--- config.mk ---
export PLATFORM = sky130hd
export DESIGN_NAME = seq_alu
export DESIGN_NICKNAME = d
export VERILOG_FILES = /design/src/rtl/alu_pkg.sv /design/src/rtl/alu_comb_core.sv /design/src/rtl/seq_alu.sv
export SDC_FILE = /design/constraint.sdc
export NUM_CORES = 1
export LEC_CHECK = 0
export ABC_AREA = 0
export CAP_MARGIN = 5
export CORE_MARGIN = 1.5
export CORE_UTILIZATION = 56
export DETAILED_ROUTE_END_ITERATION = 8
export MAX_ROUTING_LAYER = met4
export PLACE_DENSITY = 0.8
export SKIP_LAST_GASP = 1
export SYNTH_ARGS = -nofsm -noshare
export SYNTH_HDL_FRONTEND = slang
export SYNTH_SLANG_ARGS = --single-unit
--- constraint.sdc ---
create_clock -name clk -period 2.9 [get_ports clk]
set_clock_uncertainty 0.05 [all_clocks]
set_input_delay 0.58 -clock clk [delete_from_list [all_inputs] [get_ports clk]]
set_output_delay 0.58 -clock clk [all_outputs]
set_load 0.005 [all_outputs]
--- src/rtl/alu_pkg.sv ---
// rtl/alu_pkg.sv - shared opcode, state and flag types for seq_alu
package alu_pkg;

  typedef enum logic [2:0] {
    OP_ADD = 3'b000,
    OP_SUB = 3'b001,
    OP_AND = 3'b010,
    OP_OR  = 3'b011,
    OP_XOR = 3'b100,
    OP_SHL = 3'b101,
    OP_SHR = 3'b110,
    OP_MUL = 3'b111
  } op_e;

  typedef enum logic [1:0] {
    IDLE = 2'd0,
    BUSY = 2'd1,
    DONE = 2'd2
  } state_e;

  typedef struct packed {
    logic c;
    logic z;
    logic n;
    logic v;
  } flags_t;

endpackage

--- src/rtl/alu_comb_core.sv ---
// rtl/alu_comb_core.sv - combinational single-cycle ops and flag generation
module alu_comb_core
  import alu_pkg::*;
#(
  parameter int WIDTH = 4
) (
  input  logic [WIDTH-1:0] a,
  input  logic [WIDTH-1:0] b,
  input  op_e              op,
  output logic [WIDTH-1:0] y,
  output flags_t           flags
);

  logic [WIDTH:0] sum;
  logic [WIDTH:0] diff;
  logic           c;
  logic           v;

  assign sum  = {1'b0, a} + {1'b0, b};
  assign diff = {1'b0, a} - {1'b0, b};

  always_comb begin
    y = '0;
    c = 1'b0;
    v = 1'b0;
    case (op)
      OP_ADD: begin
        y = sum[WIDTH-1:0];
        c = sum[WIDTH];
        v = (a[WIDTH-1] == b[WIDTH-1]) && (sum[WIDTH-1] != a[WIDTH-1]);
      end
      OP_SUB: begin
        // The extra top bit of the widened difference is the unsigned borrow.
        y = diff[WIDTH-1:0];
        c = diff[WIDTH];
        v = (a[WIDTH-1] != b[WIDTH-1]) && (diff[WIDTH-1] != a[WIDTH-1]);
      end
      OP_AND: y = a & b;
      OP_OR:  y = a | b;
      OP_XOR: y = a ^ b;
      OP_SHL: begin
        y = {a[WIDTH-2:0], 1'b0};
        c = a[WIDTH-1];
      end
      OP_SHR: begin
        y = {1'b0, a[WIDTH-1:1]};
        c = a[0];
      end
      default: y = '0;
    endcase
  end

  assign flags = '{c: c, z: (y == '0), n: y[WIDTH-1], v: v};

endmodule

--- src/rtl/seq_alu.sv ---
// rtl/seq_alu.sv - registered ALU with valid/ready handshake and shift-add multiplier
module seq_alu
  import alu_pkg::*;
#(
  parameter  int WIDTH = 4,
  localparam int CNT_W = $clog2(WIDTH) + 1
) (
  input  logic             clk,
  input  logic             rst,
  input  logic             in_valid,
  output logic             in_ready,
  input  logic [WIDTH-1:0] a,
  input  logic [WIDTH-1:0] b,
  input  logic [2:0]       op,
  output logic             out_valid,
  input  logic             out_ready,
  output logic [WIDTH-1:0] y,
  output logic [WIDTH-1:0] y_hi,
  output logic             flag_c,
  output logic             flag_z,
  output logic             flag_n,
  output logic             flag_v
);

  state_e             state_q;
  logic [WIDTH-1:0]   y_q;
  logic [WIDTH-1:0]   y_hi_q;
  flags_t             flags_q;
  logic [WIDTH-1:0]   mcand_q;
  logic [WIDTH-1:0]   mplier_q;
  logic [2*WIDTH-1:0] acc_q;
  logic [2*WIDTH-1:0] acc_d;
  logic [CNT_W-1:0]   cnt_q;

  logic [WIDTH-1:0]   core_y;
  flags_t             core_flags;
  op_e                op_in;

  assign op_in = op_e'(op);

  alu_comb_core #(.WIDTH(WIDTH)) u_core (
    .a     (a),
    .b     (b),
    .op    (op_in),
    .y     (core_y),
    .flags (core_flags)
  );

  assign acc_d = mplier_q[0] ? acc_q + ({{WIDTH{1'b0}}, mcand_q} << cnt_q) : acc_q;

  // Counter reaching WIDTH costs one extra BUSY cycle to register the product.
  always_ff @(posedge clk or posedge rst) begin
    if (rst) begin
      state_q  <= IDLE;
      y_q      <= '0;
      y_hi_q   <= '0;
      flags_q  <= '0;
      mcand_q  <= '0;
      mplier_q <= '0;
      acc_q    <= '0;
      cnt_q    <= '0;
    end else begin
      case (state_q)
        IDLE: begin
          if (in_valid) begin
            if (op_in == OP_MUL) begin
              mcand_q  <= a;
              mplier_q <= b;
              acc_q    <= '0;
              cnt_q    <= '0;
              state_q  <= BUSY;
            end else begin
              y_q     <= core_y;
              y_hi_q  <= '0;
              flags_q <= core_flags;
              state_q <= DONE;
            end
          end
        end
        BUSY: begin
          if (cnt_q == CNT_W'(WIDTH)) begin
            y_q     <= acc_q[WIDTH-1:0];
            y_hi_q  <= acc_q[2*WIDTH-1:WIDTH];
            flags_q <= '{c: 1'b0, z: (acc_q == '0), n: acc_q[WIDTH-1], v: 1'b0};
            state_q <= DONE;
          end else begin
            acc_q    <= acc_d;
            mplier_q <= mplier_q >> 1;
            cnt_q    <= cnt_q + CNT_W'(1);
          end
        end
        DONE: begin
          if (out_ready) state_q <= IDLE;
        end
        default: state_q <= IDLE;
      endcase
    end
  end

  assign in_ready  = (state_q == IDLE);
  assign out_valid = (state_q == DONE);
  assign y         = y_q;
  assign y_hi      = y_hi_q;
  assign flag_c    = flags_q.c;
  assign flag_z    = flags_q.z;
  assign flag_n    = flags_q.n;
  assign flag_v    = flags_q.v;

endmodule

Word-level counts from Yosys, hierarchy flattened:

Index checks and enable logic that the tools add are counted.
W data, S select, Z words.

* register bits: 33
* latch bits: 0
* memory bits (writable): 0
* ROM bits: 0
* input port bits: 15
* output and inout bits: 14
* logic and storage cells: 85
* memories kept: 0

* add/subtract/negate cells: 4
* $mul: 0
* divide/modulo/power cells: 0
* magnitude comparators: 0
* equality and inequality tests: 21
* shift operators: 1
* mux-type cells: 33
* bitwise gates (word level): 3
* reductions and logical operators: 12

Operators with widths (number)
* $mux W4: 12
* $mux W8: 4
* $pmux W4 S2: 4
* $pmux W4 S7: 1
* $pmux W8 S2: 1
* $eq A3 B3 Y1 const B: 5
* $ne A2 B2 Y1 const B: 5
* $mux W3: 3
* $add A8 B8 Y8: 1
* $logic_not A8 Y1: 1
* $mux W2: 4
* $reduce_and A4 Y1: 2
* $shl A4 B3 Y8: 1
* $eq A3 B2 Y1 const B: 2
* $pmux W2 S3: 1
* $pmux W3 S2: 1
* $reduce_and A3 Y1: 2
* $add A4 B4 Y5: 1
* $reduce_and A5 Y1: 1
* $sub A4 B4 Y5: 1
* $and A4 B4 Y4: 1
* $logic_not A4 Y1: 1
* $ne A2 B1 Y1 const B: 2
* $or A4 B4 Y4: 1
* 13 further kinds: 16

Longest topological paths before layout:

Gate-level depths: netlist (run 1).

* depth after elaboration: 7
* gate-level depth with buffers: 12
* gate-level depth less buffers: 11

Modules after synthesis:

Synthesis (run 1) repeated with hierarchy kept, for this count alone.

* cells, all modules: 289
* area total of the unflattened synthesis: 2602.5 um2

Modules (own cells, without submodules)
* seq_alu: times used 1, cells an instance 193, area an instance 1885.6 um2, seq. area each 825.8 um2
* alu_comb_core: times used 1, cells an instance 96, area an instance 716.9 um2, seq. area each 0.0 um2

Worst setup path after synthesis (run 1):

Ideal clock, no wire load.

* path type: register to register
* start point: reg cnt_q[0]
* end point: reg acc_q[7]
* setup time: 0.066 ns
* arrival time: 2.395 ns
* data required time: 2.784 ns
* path slack: 0.389 ns
* stages on the path, launching flop included: 12
* path buffers: 1
* clock period less this slack: 2.511 ns
* path through: dfrtp_1 > buf_6 > mux2i_4 > mux2i_1 > nor2b_1 > ha_1 > a21o_1 > a21oi_1 > a21oi_1 > or3b_1 > a211o_1 > nand3_2

* word-level cells in the longest chain between the ends: 5
* elaborated cells between the ends (all ways): 8
* those cells by class: 1 x add/sub; 2 x eq/ne; 1 x shift; 3 x mux; 1 x reduce/logical

RTL lines
* from (decl): line seq_alu.sv:33 `logic [CNT_W-1:0] cnt_q;`
* from (signal assigned): line seq_alu.sv:89 `cnt_q <= cnt_q + CNT_W'(1);`
* $shl A4 B3 Y8: line seq_alu.sv:49 `assign acc_d = mplier_q[0] ? acc_q + ({{WIDTH{1'b0}}, mcand_q} << cnt_q) : acc_q;`
* $add A8 B8 Y8: line seq_alu.sv:49
* $mux W8: line seq_alu.sv:49
* $mux W8: line seq_alu.sv:81 `if (cnt_q == CNT_W'(WIDTH)) begin`
* $pmux W8 S2: line seq_alu.sv:63 `case (state_q)`
* to (signal assigned): line seq_alu.sv:60 `acc_q <= '0;`
* to (signal assigned): line seq_alu.sv:69 `acc_q <= '0;`
* to (signal assigned): line seq_alu.sv:87 `acc_q <= acc_d;`
* to (decl): line seq_alu.sv:31 `logic [2*WIDTH-1:0] acc_q;`

Several ways; a longest one is shown, not always the timed one. The select of a mux whose other input is x is not followed.
A chain may end at the register's enable or synchronous reset.

Worst setup path in the final report (run 1):

* start point: in a[0]
* end point: reg y_q[1], in the netlist y[1]

* word-level cells in the longest chain between the ends: 5
* elaborated cells between the ends (all ways): 6
* those cells by class: 2 x add/sub; 4 x mux

RTL lines
* from (decl): line seq_alu.sv:12 `input logic [WIDTH-1:0] a,`
* $sub A4 B4 Y5 or $add A4 B4 Y5 (tied branches): line alu_comb_core.sv:20, alu_comb_core.sv:19
* $pmux W4 S7 *: line alu_comb_core.sv:26 `case (op)`
* $mux W4 *: line seq_alu.sv:66 `if (op_in == OP_MUL) begin`
* $mux W4 *: line seq_alu.sv:65 `if (in_valid) begin`
* $pmux W4 S2 *: line seq_alu.sv:63
* to (signal assigned): line seq_alu.sv:73 `y_q <= core_y;`
* to (signal assigned): line seq_alu.sv:82 `y_q <= acc_q[WIDTH-1:0];`
* to (decl): line seq_alu.sv:26 `logic [WIDTH-1:0] y_q;`

Mark *: on every way between the ends. The rest lies on a longest branch, timed or not. The select of a mux whose other input is x is not followed.

==> flow_summary.json, run 1 <==
{
  "numCtsBuffers": 5,
  "fin_setup_tns_ns": 0,
  "synth-edff-count": 0,
  "port_buffers": 28,
  "worstPathRequired_ns": 3.03,
  "hold_start": "flag_v$_DFFE_PP0P_",
  "mappedNetlistArea_sq_um": 2440,
  "seq_area_sq_um": 802,
  "worstRegToRegCells": 10,
  "p_switching_mw": 0.870,
  "nets": 350,
  "p_per_area_nw_per_um2": 772,
  "detail_route.wirelength_mm": 5.55,
  "holdPathEnd": "flag_v$_DFFE_PP0P_",
  "avgRoutedWirePerCell_um": 15.3,
  "grt_antenna_before_repair": 0,
  "synth_nets": 314,
  "syn_to_final_growth_pct": 20.4,
  "dieArea_sq_um": 4750,
  "ant_nets": 0,
  "initial_core_util_pct": 59.6,
  "placed_area_sq_um": 2820,
  "grt_max_degree": 33,
  "post-cts-setup-buffers": 0,
  "coreArea_sq_um": 4090,
  "clk_pin_slew_ns": 0.08,
  "gp_congestion": 0.939,
  "die_w_um": 69.0,
  "place_hpwl_mm": 4.36,
  "netlist_instances": 275,
  "vias": 2068,
  "maxSlewHeadroom_pct": 60.1,
  "ir_worst_vdd_mv": 0.623,
  "internal_power_mw": 1.39,
  "grt-ovfl-total": 0,
  "synth_top_area_share_pct": 32.9,
  "cts_tree": "built",
  "drtIter0Drc": 151,
  "cts_max_level": 2,
  "ys_top_cells_by_area": "dfrtp_1, ha_1, nand2_1",
  "power_frac_seq_pct": 35.0,
  "grt_util_all_layers_pct": 27.2,
  "ys_seq_elements": 32,
  "ioPinCount": 29,
  "rsz0062_at_grt": "no",
  "yosys.area.top_type": "dfrtp_1",
  "p_comb_share_pct": 46.3,
  "clock-sinks": 32,
  "reg2reg_to": "acc_q[7]$_DFFE_PP0P_",
  "synth_top_flop_cell": "dfrtp_1",
  "r2r_start": "cnt_q[0]$_DFFE_PP0P_",
  "status": "completed",
  "seq_area_frac_synth_pct": 32.9,
  "hold_class": "register to register",
  "holdPathStages": 2,
  "synth_warnings": 0,
  "p_sw_share_pct": 38.5,
  "rrSetupSlack_ns": 0.18,
  "p_total_mw": 2.26,
  "die_y_um": 69.0,
  "grt_pass1_wl_mm": 9.14,
  "diodes": 0,
  "rows": 23,
  "clock_latency_ns": 0.29,
  "cts_buffer_depth": 2,
  "async_flop_share_pct": 100,
  "drc": 0,
  "design_area_sq_um": 2930,
  "final-setup-viol-count": 0,
  "layout-drive-gt1-share_pct": 11.5,
  "synth_cell_types": 50,
  "drt-pass1-iter-count": 4,
  "max_slew.worst_pin.slew_ns": 0.596,
  "n_fill_cell": 312,
  "slew_viol_final": 0,
  "pwr-share-clk_pct": 18.7,
  "crit_arrival_ns": 2.86,
  "vias_per_cell": 5.71,
  "fin_crit_sh_pct": 94.2,
  "cts-root-buf": "clkbuf_8",
  "end_kind": "register",
  "hold_viol_final": 0,
  "critPathMaxFanout": 3,
  "synth.avg_cell_area_sq_um": 8.86,
  "fmax_mhz": 366,
  "grt_pass1_vias": 1958,
  "leakagePower_nw": 1.41,
  "period_minus_slack_ns": 2.73,
  "crit_path_start_kind": "input pin",
  "critPathKind": "input pin to register",
  "multi_input_area_sq_um": 1470,
  "maxCapViolations": 0
}
[power groups by stage]
stage	logic (mW)	registers, mW	clock network, mW
floorplan	0.780	0.710	0
global placement	0.985	0.783	0
detailed placement	1.03	0.796	0
CTS	1.05	0.789	0.427
global route	1.17	0.819	0.449
finish	1.05	0.792	0.424
[cell families after synthesis]
logic type / count (synthesis) / share of synthesized area, %
AO/OA/AOI/OAI: 74 / 19.3
adder cells (fa/ha/maj): 24 / 13.3
flip-flops: 32 / 32.9
AND/OR/NAND/NOR: 81 / 16.2
multiplexers: 17 / 8.37
XOR/XNOR: 9 / 3.24
buffers and inverters: 38 / 6.78
[routing by layer]
layer / track usage, % / vias to the layer above / wire length (um) / share of wire [%]
met2: 42.3 / 51 / 2620 / 47
met4: 6.62 / 0 / 44 / 0.79
met5: - / - / 0 / 0
met1: 36.3 / 980 / 2630 / 47
met3: 6.01 / 6 / 257 / 4.6
li1: - / 1031 / - / -
[cell usage in the layout (no fill, tap or decap), types with 6 or more instances in the layout]
cell,count
nor2b_1,7
clkdlybuf4s50_1,28
dfrtp_1,31
nand3_1,6
inv_1,21
nor2_1,17
buf_4,16
mux2i_1,8
o21ai_1,6
o21ai_0,17
ha_1,21
a21oi_1,20
a22o_1,8
nand2_1,32
a21o_1,6
[flip-flops by register name (all words and copies together), names as in the netlist]
signal    count
cnt_q         3
y             4
flag_v        1
mcand_q       4
state_q       2
acc_q         8
flag_z        1
y_hi          4
mplier_q      4
flag_c        1
[critical path, cell delays in order]
cell and delay [ns]:
clkdlybuf4s50_1 0.50, inv_1 0.07, ha_1 0.22, inv_1 0.08, fa_1 0.40, mux4_2 0.47
o21ai_1 0.17, o21ai_0 0.10, mux2_2 0.29
[cell type report]
class,count,area share [%]
Multi-Input combinational cell,205,50.1
Tap cell,50,2.13
Clock inverter,3,1.45
Sequential cell,32,27.3
Timing Repair Buffer,44,13.7
Inverter,23,2.94
Clock buffer,5,2.35
[per-stage QoR]
| step | utilization (%) | setup WS, ns | hold slack [ns] | cells |
|---|---|---|---|---|
| floorplan | - | 0.389 | 0.400 | 275 |
| global placement | 69.0 | -0.119 | 0.417 | 354 |
| detailed placement | 69.0 | -0.183 | 0.422 | 354 |
| CTS | 71.7 | 0.0958 | 0.439 | 362 |
| global route | 71.8 | 0.0412 | 0.469 | 362 |
| finish | 71.8 | 0.168 | 0.434 | 362 |
[synthesized netlist by cell type (2+ instances only)]
master    number
a211o_1        2
a21o_1         6
a21oi_1       20
a221o_1        2
a22o_1         8
and3_1         3
buf_2          6
buf_4          2
clkbuf_1       6
dfrtp_1       32
fa_1           3
ha_1          21
inv_1         21
inv_2          2
mux2_1         2
mux2_2         5
mux2i_1        8
nand2_1       32
nand2b_1       2
nand3_1        6
nand4_1        2
nor2_1        17
nor2b_1        7
nor4_1         3
o21ai_0       18
o21ai_1        5
o21bai_1       3
o221ai_1       2
xnor2_1        4
xor2_1         5
[worst max path at each step]
stage | start | end | slack [ns]
floorplan | cnt_q[0]$_DFFE_PP0P_ | acc_q[7]$_DFFE_PP0P_ | 0.39
global placement | a[0] | y[1]$_DFFE_PP0P_ | -0.12
detailed placement | a[0] | y[1]$_DFFE_PP0P_ | -0.18
CTS | cnt_q[0]$_DFFE_PP0P_ | acc_q[7]$_DFFE_PP0P_ | 0.1
global route | a[0] | y[1]$_DFFE_PP0P_ | 0.04
finish | a[0] | y[1]$_DFFE_PP0P_ | 0.17
[timing repair]
item,in CTS,in global routing
gates resized for setup,0,2
hold buffers,0,0
setup endpoints to repair,0,2
Power figures use the tool's default switching activity.
==> inputs of run 2 (changes only) <==
==> constraint.sdc (replaced) <==
create_clock -name clk -period 2.9 [get_ports clk]
set_clock_uncertainty 0.05 [all_clocks]
set_input_delay 0.435 -clock clk [delete_from_list [all_inputs] [get_ports clk]]
set_output_delay 0.435 -clock clk [all_outputs]
set_load 0.005 [all_outputs]
==> run 2 against run 1 <==
Effect of this change:
- fmax grew 0.99%
- critical path depth is the same
- hold slack lost 0.00078 ns
- routed wire length shrank 2.2%
- design area shrank 0.38%
- first-iteration DRC count shrank 7.3%
- utilization shrank 0.28 points
- power shrank 0.80%
- combinational power is essentially flat
- clock power grew 1%
- register-to-register slack gained 0.03 ns
- largest power group unchanged
- highest routed layer unchanged
==> flow_summary.json, run 2 (same netlist as run 1, synthesis figures left out) <==
{
  "layout_commonest_cell": "nand2_1",
  "detail_route.wirelength_mm": 5.43,
  "p_total_mw": 2.24,
  "clock_latency_ns": 0.29,
  "nets": 348,
  "drt-pass1-iter-count": 5,
  "avgRoutedWirePerCell_um": 15.1,
  "design_area_sq_um": 2920,
  "max_slew.worst_pin.slew_ns": 0.785,
  "critPathMaxFanout": 4,
  "coreArea_sq_um": 4090,
  "cts_buffer_depth": 2,
  "port_buffers": 28,
  "largest_register": "acc_q",
  "slew_viol_final": 0,
  "utilization_pct": 71.5,
  "die_y_um": 69.0,
  "drtIter0Drc": 140,
  "syn_to_final_growth_pct": 19.9,
  "ir_worst_vdd_mv": 0.694,
  "placed_area_sq_um": 2800,
  "slowest_delay_ns": 0.54,
  "status": "completed",
  "dieArea_sq_um": 4750,
  "fin_crit_sh_pct": 93.3,
  "cts_max_level": 2,
  "path_cells": "clkdlybuf4s50_1 -> inv_1 -> ha_1 -> inv_1 -> fa_1 -> mux4_2 -> o21ai_0 -> o21ai_0 -> mux2_2",
  "fin_cells": 360,
  "final-setup-viol-count": 0,
  "maxCapViolations": 0,
  "dp.cells": 351,
  "hold_class": "register to register",
  "drc": 0,
  "grt-ovfl-total": 0,
  "largest_reg_flops": 8,
  "clk_pin_slew_ns": 0.07,
  "grt_util_all_layers_pct": 26.7,
  "rows": 23,
  "hold_viol_final": 0,
  "layout-drive-gt1-share_pct": 11.3,
  "end_kind": "register",
  "grt_antenna_before_repair": 0,
  "fmax_mhz": 370,
  "cts-root-buf": "clkbuf_8",
  "period_minus_slack_ns": 2.70,
  "mostFrequentLayoutCells": "nand2_1, dfrtp_1, clkdlybuf4s50_1",
  "ioPinCount": 29,
  "critPathKind": "input pin to register",
  "grt_pass1_vias": 1910,
  "initial_core_util_pct": 59.6,
  "rsz0062_at_grt": "no",
  "diodes": 0,
  "cts_tree": "built",
  "multi_input_area_sq_um": 1470,
  "hold_buffers": 0,
  "grt_max_degree": 33,
  "p_per_area_nw_per_um2": 768,
  "critPathTopFamily": "multiplexers",
  "grt_pass1_wl_mm": 8.96,
  "place_hpwl_mm": 4.16,
  "seq_area_sq_um": 802,
  "ant_nets": 0,
  "die_w_um": 69.0,
  "n_fill_cell": 328,
  "vias_per_cell": 5.71,
  "leakagePower_nw": 1.40,
  "maxSlewHeadroom_pct": 47.2,
  "worstPathRequired_ns": 3.02,
  "crit_slowest_cell": "clkdlybuf4s50_1",
  "vias": 2057,
  "crit_buf_inv": 3,
  "crit_arrival_ns": 2.83,
  "numCtsBuffers": 5,
  "clock-sinks": 32,
  "crit_path_start_kind": "input pin",
  "gp_congestion": 0.951
}
## run 2: cell count changes in the layout (fill, tap and decap cells not counted), sizes merged
cell | before | now
buf | 16 | 14
## run 2: layer usage
layer	routed length [um]	track usage [%]
met5	0	-
met2	2550	42.2
met1	2580	35.5
met3	234	5.36
met4	56	6.62
## run 2: final timing paths
path | startpoint | end | slack (ns) | depth (start not counted)
min in group asynchronous | rst | flag_v$_DFFE_PP0P_ | 0.48 | 3
hold reg to reg | flag_v$_DFFE_PP0P_ | flag_v$_DFFE_PP0P_ | 0.43 | 2
hold / removal | flag_v$_DFFE_PP0P_ | flag_v$_DFFE_PP0P_ | 0.43 | 2
setup / recovery | a[0] | y[1]$_DFFE_PP0P_ | 0.20 | 9
setup reg to reg | cnt_q[0]$_DFFE_PP0P_ | acc_q[7]$_DFFE_PP0P_ | 0.21 | 10
max in group asynchronous | rst | cnt_q[0]$_DFFE_PP0P_ | 2.01 | 3
## run 2: report_power, final
part	internal, mW	leakage, nW	switching, mW
sequential	0.602	0.417	0.187
combinational	0.531	0.933	0.496
clock	0.254	0.0541	0.176
## run 2: tightest hold or removal path: cells and delay by family, from the launching register on
family             cells  cell delay [ns]
AOI/OAI and AO/OA      1             0.06
DFF                    1             0.34
and+or+nand+nor        1             0.05
## run 2: final cells by class
| cell class | instances | share of cell area (%) |
|---|---|---|
| clock buffer | 5 | 2.36 |
| clock inverter | 3 | 1.46 |
| inverter | 23 | 2.96 |
| multi-input combinational | 205 | 50.4 |
| sequential | 32 | 27.5 |
| tap | 50 | 2.14 |
| timing repair buffer | 42 | 13.2 |
## run 2: what timing repair did
item                                    CTS  global route
buffers inserted                          0             1
endpoints found under the setup margin    0             1
resized for setup                         0             2
hold endpoints to repair                  0             0
## run 2: stage by stage
step                      worst slack, ns  setup TNS, ns  hold slack [ns]
after CTS                          0.0632              0            0.440
after global routing               0.0231              0            0.463
after floorplan                     0.389              0            0.400
after detailed placement          -0.0985         -0.112            0.424
after global placement             0.0159              0            0.419
final                               0.195              0            0.433
